$ cat src/rtl/alu_pkg.sv
// Shared ALU definitions: opcode encoding, writeback FSM states and opcode class helpers.
package alu_pkg;

   localparam logic [3:0] OP_OR  = 4'd0;
   localparam logic [3:0] OP_AND = 4'd1;
   localparam logic [3:0] OP_XOR = 4'd2;
   localparam logic [3:0] OP_ADD = 4'd3;
   localparam logic [3:0] OP_SUB = 4'd4;
   localparam logic [3:0] OP_SLT = 4'd5;
   localparam logic [3:0] OP_MUL = 4'd6;
   localparam logic [3:0] OP_DIV = 4'd7;
   localparam logic [3:0] OP_SLL = 4'd8;
   localparam logic [3:0] OP_SRL = 4'd9;
   localparam logic [3:0] OP_SRA = 4'd10;
   localparam logic [3:0] OP_ROL = 4'd11;
   localparam logic [3:0] OP_ROR = 4'd12;

   typedef enum logic [1:0] {IDLE, ZCAP, WB, WB_HI} wb_state_t;

   function automatic logic op_legal(input logic [3:0] op);
      return op <= OP_ROR;
   endfunction

   // MUL and DIV produce a 64-bit result that lands in the HI/LO pair.
   function automatic logic op_hilo(input logic [3:0] op);
      return (op == OP_MUL) || (op == OP_DIV);
   endfunction

endpackage

$ cat src/rtl/alu_writeback_seq_z_register.sv
// Z register: wide capture register with load enable and synchronous clear.
module z_register #(
   parameter int W = 64
) (
   input  logic         clock,
   input  logic         clear,
   input  logic         en,
   input  logic [W-1:0] d,
   output logic [W-1:0] q
);

   always_ff @(posedge clock) begin
      if (clear)   q <= '0;
      else if (en) q <= d;
   end

endmodule

$ cat src/rtl/alu_writeback_seq.sv
// ALU writeback sequencer: captures the result into Z, then writes the register file or HI/LO.
// Optional macro ALU_HILO_TO_RF_EN: MUL/DIV additionally write LO to dest and HI to dest+1.
module alu_writeback_seq
   import alu_pkg::*;
#(
   parameter int DATA_W     = 32,
   parameter int REG_ADDR_W = 4
) (
   input  logic                  clock,
   input  logic                  clear,
   input  logic                  in_valid,
   output logic                  in_ready,
   input  logic [3:0]            alu_op,
   input  logic [2*DATA_W-1:0]   alu_result,
   input  logic [REG_ADDR_W-1:0] dest_reg,
   output logic                  rf_we,
   output logic [REG_ADDR_W-1:0] rf_waddr,
   output logic [DATA_W-1:0]     rf_wdata,
   output logic [DATA_W-1:0]     hi_q,
   output logic [DATA_W-1:0]     lo_q,
   output logic                  zero_flag,
   output logic                  done,
   output logic                  op_err
);

   wb_state_t               state, state_nx;
   logic [3:0]              op_q;
   logic [REG_ADDR_W-1:0]   dest_q;
   logic [2*DATA_W-1:0]     z_q;
   logic [DATA_W-1:0]       z_lo, z_hi;
   logic                    accept;
   logic                    we_nx, done_nx, err_nx, hilo_we;
   logic [REG_ADDR_W-1:0]   waddr_nx;
   logic [DATA_W-1:0]       wdata_nx;

   assign in_ready = (state == IDLE);
   assign accept   = in_valid && in_ready;
   assign z_lo     = z_q[DATA_W-1:0];
   assign z_hi     = z_q[2*DATA_W-1:DATA_W];

   // Z loads on the accept edge so upstream only has to hold data for that cycle.
   z_register #(.W(2*DATA_W)) u_z (
      .clock (clock),
      .clear (clear),
      .en    (accept),
      .d     (alu_result),
      .q     (z_q)
   );

   always_ff @(posedge clock) begin
      if (clear) state <= IDLE;
      else       state <= state_nx;
   end

   // Outputs are computed one state ahead and registered, so pulses line up with the state they belong to.
   always_comb begin
      state_nx = state;
      we_nx    = 1'b0;
      waddr_nx = rf_waddr;
      wdata_nx = rf_wdata;
      done_nx  = 1'b0;
      err_nx   = 1'b0;
      hilo_we  = 1'b0;
      case (state)
         IDLE: begin
            if (accept) begin
               state_nx = ZCAP;
               err_nx   = !op_legal(alu_op);
            end
         end
         ZCAP: begin
            if (!op_legal(op_q)) begin
               state_nx = IDLE;
            end else begin
               state_nx = WB;
               hilo_we  = op_hilo(op_q);
`ifdef ALU_HILO_TO_RF_EN
               we_nx    = 1'b1;
               waddr_nx = dest_q;
               wdata_nx = z_lo;
               done_nx  = !op_hilo(op_q);
`else
               if (!op_hilo(op_q)) begin
                  we_nx    = 1'b1;
                  waddr_nx = dest_q;
                  wdata_nx = z_lo;
               end
               done_nx  = 1'b1;
`endif
            end
         end
         WB: begin
            state_nx = IDLE;
`ifdef ALU_HILO_TO_RF_EN
            if (op_hilo(op_q)) begin
               state_nx = WB_HI;
               we_nx    = 1'b1;
               waddr_nx = dest_q + REG_ADDR_W'(1);
               wdata_nx = z_hi;
               done_nx  = 1'b1;
            end
`endif
         end
         WB_HI:   state_nx = IDLE;
         default: state_nx = IDLE;
      endcase
   end

   always_ff @(posedge clock) begin
      if (clear) begin
         rf_we     <= 1'b0;
         rf_waddr  <= '0;
         rf_wdata  <= '0;
         done      <= 1'b0;
         op_err    <= 1'b0;
         zero_flag <= 1'b0;
         hi_q      <= '0;
         lo_q      <= '0;
         op_q      <= '0;
         dest_q    <= '0;
      end else begin
         rf_we    <= we_nx;
         rf_waddr <= waddr_nx;
         rf_wdata <= wdata_nx;
         done     <= done_nx;
         op_err   <= err_nx;
         if (accept) begin
            op_q      <= alu_op;
            dest_q    <= dest_reg;
            zero_flag <= (alu_result[DATA_W-1:0] == '0);
         end
         if (hilo_we) begin
            hi_q <= z_hi;
            lo_q <= z_lo;
         end
      end
   end

endmodule

$ cat config.mk
export PLATFORM = sky130hd
export DESIGN_NAME = alu_writeback_seq
export DESIGN_NICKNAME = d
export VERILOG_FILES = /design/src/rtl/alu_pkg.sv /design/src/rtl/alu_writeback_seq_z_register.sv /design/src/rtl/alu_writeback_seq.sv
export SDC_FILE = /design/constraint.sdc
export NUM_CORES = 1
export LEC_CHECK = 0
export ABC_AREA = 1
export BUFFER_PORTS_ARGS = -buffer_cell sky130_fd_sc_hd__clkbuf_2
export CAP_MARGIN = 20
export CORE_MARGIN = 2
export CORE_UTILIZATION = 40
export DETAILED_ROUTE_END_ITERATION = 10
export MAX_ROUTING_LAYER = met4
export PLACE_DENSITY = 0.67
export SLEW_MARGIN = 20
export SYNTH_ARGS = -nofsm -noshare
export SYNTH_HDL_FRONTEND = slang
export SYNTH_HIERARCHICAL = 1
export SYNTH_SLANG_ARGS = --single-unit
$ cat constraint.sdc
create_clock -name clock -period 1.9 [get_ports clock]
set_input_delay 0.095 -clock clock [delete_from_list [all_inputs] [get_ports clock]]
set_output_delay 0.095 -clock clock [all_outputs]
set_load 0.03 [all_outputs]
==> impl_metrics.csv <==
group,metric,value,unit
placed_design,port_buffers,179,
layout,antennaDiodeCount,0,
timing,max_freq,635.6,MHz
setup_path,end_kind,"flip-flop",
synthesis,syn-instance-count,935,
synthesis,synth_cell_types,18,
clocking,htreeDepth,4,
clocking,clkSinkCount,178,
setup_path,critPathKind,"reg -> reg",
clocking,post_cts_buffers,0,
placed_design,postPlaceCellArea,7833,um2
synthesis,synth_area_per_cell,7.290,um2
die,dieWidth,134.5,um
timing,period_needed,1573,ps
setup_path,path_delay_family,"simple AND/OR/NAND/NOR gates",
placed_design,routabilityCongestion,0.8327,
routing,routed_wl,18.98,mm
global_route,grt-ovfl-total,0,
synthesis,yosys_warnings,6,
setup_path,path_cells,"nor2_1, nand2_1, inv_4, buf_4, nand2_1, nand2_1, nor2_1",
placed_design,dpl.hpwl,11.65,mm
setup_path,crit_fanout,28,
power,p_leak,4.566,nW
routing,ant_nets,0,
min_path,hp-class,"in -> reg",
global_route,grt_pass1_wl,30.97,mm
timing,timing.hold.ws,113.7,ps
setup_path,crit_top_cell,"nand2_1",
synthesis,syn_nets,1010,
die,rows,47,
timing,hold_viol_final,0,
clocking,holdBufCountCts,72,
setup_path,start_kind,"flip-flop",
status,status,"completed",
global_route,grt_max_degree,65,
die,io_pins,180,
synthesis,netlist_area,6817,um2
clocking,cts_buffers,17,
timing,finalMaxSlewViolations,0,
clocking,clock_path_buffers,2,
timing,skew,9.695,ps
die,die_h,134.5,um
routing,drcViolationCount,0,
power,p_per_area,925.7,nW/um2
timing,timing.final.crit_share,82.80,%
timing,rsz0062_at_grt,"no",
die,initial_core_util,40.96,%
clocking,clk_latency,420,ps
timing,worst_pin_slew,461.4,ps
setup_path,cp.required,2220,ps
setup_path,arrival,1890,ps
setup_path,max_stage_delay,360,ps
layout,drive_above_1_share,19.64,%
synthesis,synth-seq-area-share,52.28,%
global_route,grt_pass1_vias,6272,
layout,design_area,9139,um2
clocking,cts_tree,"yes",
routing,vias,6513,
synthesis,ys_ff_latch,178,
layout,synthToLayoutAreaGrowth,34.07,%
clocking,postCtsResizedCells,0,
routing,drtIter0Drc,388,
die,core,16640,um2
flow_run,drv_cap,0,
clocking,clock_tree.root_cell,"clkbuf_16",
global_route,antenna_found_initial,0,
clocking,path_clk_slew,60,ps
synthesis,synth_largest_area_cell,"dfxtp_1",
setup_path,worst-path-buf-inv,2,
routing,wl_per_cell,13.65,um
synthesis,synth_top_area_share,52.28,%
die,die_area,18100,um2
routing,drtPass1Iterations,5,
timing,relSlewSlack,69.24,%
routing,viasPerCell,4.682,
synthesis,synth_area_leaders,"dfxtp_1, nor2_1, nand2_1",
placed_design,dp_worst_setup_slack,348.4,ps
global_route,track_usage,21.99,%
power,ir_worst_vdd,690.4,uV
timing,finalSetupViolCount,0,
layout,fin_nets,1237,
timing,tns,0,ps
setup_path,critPathSlowestCell,"dfxtp_1",
timing,finalWorstSetupSlack,326.7,ps
## path summary, 6_finish.rpt
kind	start	to	slack, ps	cells after the start
worst max-delay path	state[1]	u_z/q[18]	330	7
worst min-delay path	clear	rf_we	110	3
worst max register to register	state[1]	u_z/q[18]	330	7
worst min register to register	rf_wdata[13]	rf_wdata[13]	460	2
## cell type report
type | count | area [um2]
Tap cell | 220 | 275.3
Clock buffer | 21 | 450.4
Inverter | 71 | 269.0
Fill cell | 1578 | 7503
Sequential cell | 178 | 3563
Clock inverter | 7 | 135.1
Timing Repair Buffer | 269 | 1827
Multi-Input combinational cell | 625 | 2619
## layout by cell type (no fill, tap or decap), drive strengths merged
cell type / netlist / final
nand2: 173 / 173
clkinv: 1 / 3
o21ai: 72 / 72
o211ai: 1 / 1
buf: 42 / 18
nor3: 1 / 1
nand4: 36 / 36
clkbuf: 19 / 200
bufinv: 0 / 4
inv: 70 / 71
dfxtp: 178 / 178
nor2: 300 / 300
nand3: 4 / 4
a21oi: 37 / 37
dlygate4sd3: 0 / 72
o2111a: 1 / 1
## metrics by stage
| step | cells | total power [W] | utilization, % |
|---|---|---|---|
| floorplan | 935 | 0.004618 | - |
| global placement | 1291 | 0.004850 | 47.06 |
| detailed placement | 1291 | 0.004859 | 47.06 |
| CTS | 1391 | 0.008524 | 54.91 |
| global route | 1391 | 0.008815 | 54.91 |
| finish | 1391 | 0.008460 | 54.91 |
## per-layer routing
metal  routed length (um)  vias to the layer above  GRT usage [%]
met3                 1000                       17          4.505
met2                 8722                      196          35.09
met1                 9050                     2948          28.89
li1                     -                     3352              -
met5                    0                        -              -
met4                  210                        0          5.146
## cells in the mapped netlist
library cell	instances
nor2_1	300
dfxtp_1	178
nand2_1	173
o21ai_0	72
inv_1	68
a21oi_1	37
nand4_1	36
clkbuf_1	19
buf_2	18
buf_4	12
buf_6	12
nand3_1	3
inv_2	2
clkinv_1	1
nand3_2	1
nor3_2	1
o2111a_1	1
o211ai_1	1
## cells by family (layout without fill, tap and decap cells)
logic type      after synthesis  in the layout  synth area share (%)
simple gates                514            514                 29.86
compound gates              111            111                 8.278
buf+inv                     132            368                 9.582
flops                       178            178                 52.28
## worst reg2reg max path, cell delays in order, from the launching register on
cell	delay, ps
dfxtp_1	360
nor2_1	260
nand2_1	200
inv_4	150
buf_4	290
nand2_1	90
nand2_1	70
nor2_1	40
## power breakdown
group          switching [W]  internal (W)
sequential          0.000110       0.00391
combinational       0.000518      0.000365
clock                0.00136       0.00220
## flip-flops by register name, indices dropped and copies added, names as in the netlist, 2 cells and up
register  cells
dest_q        4
hi_q         32
lo_q         32
op_q          4
rf_waddr      4
rf_wdata     32
state         2
u_z/q        64
Note: power is estimated with default switching activity, not from simulation.
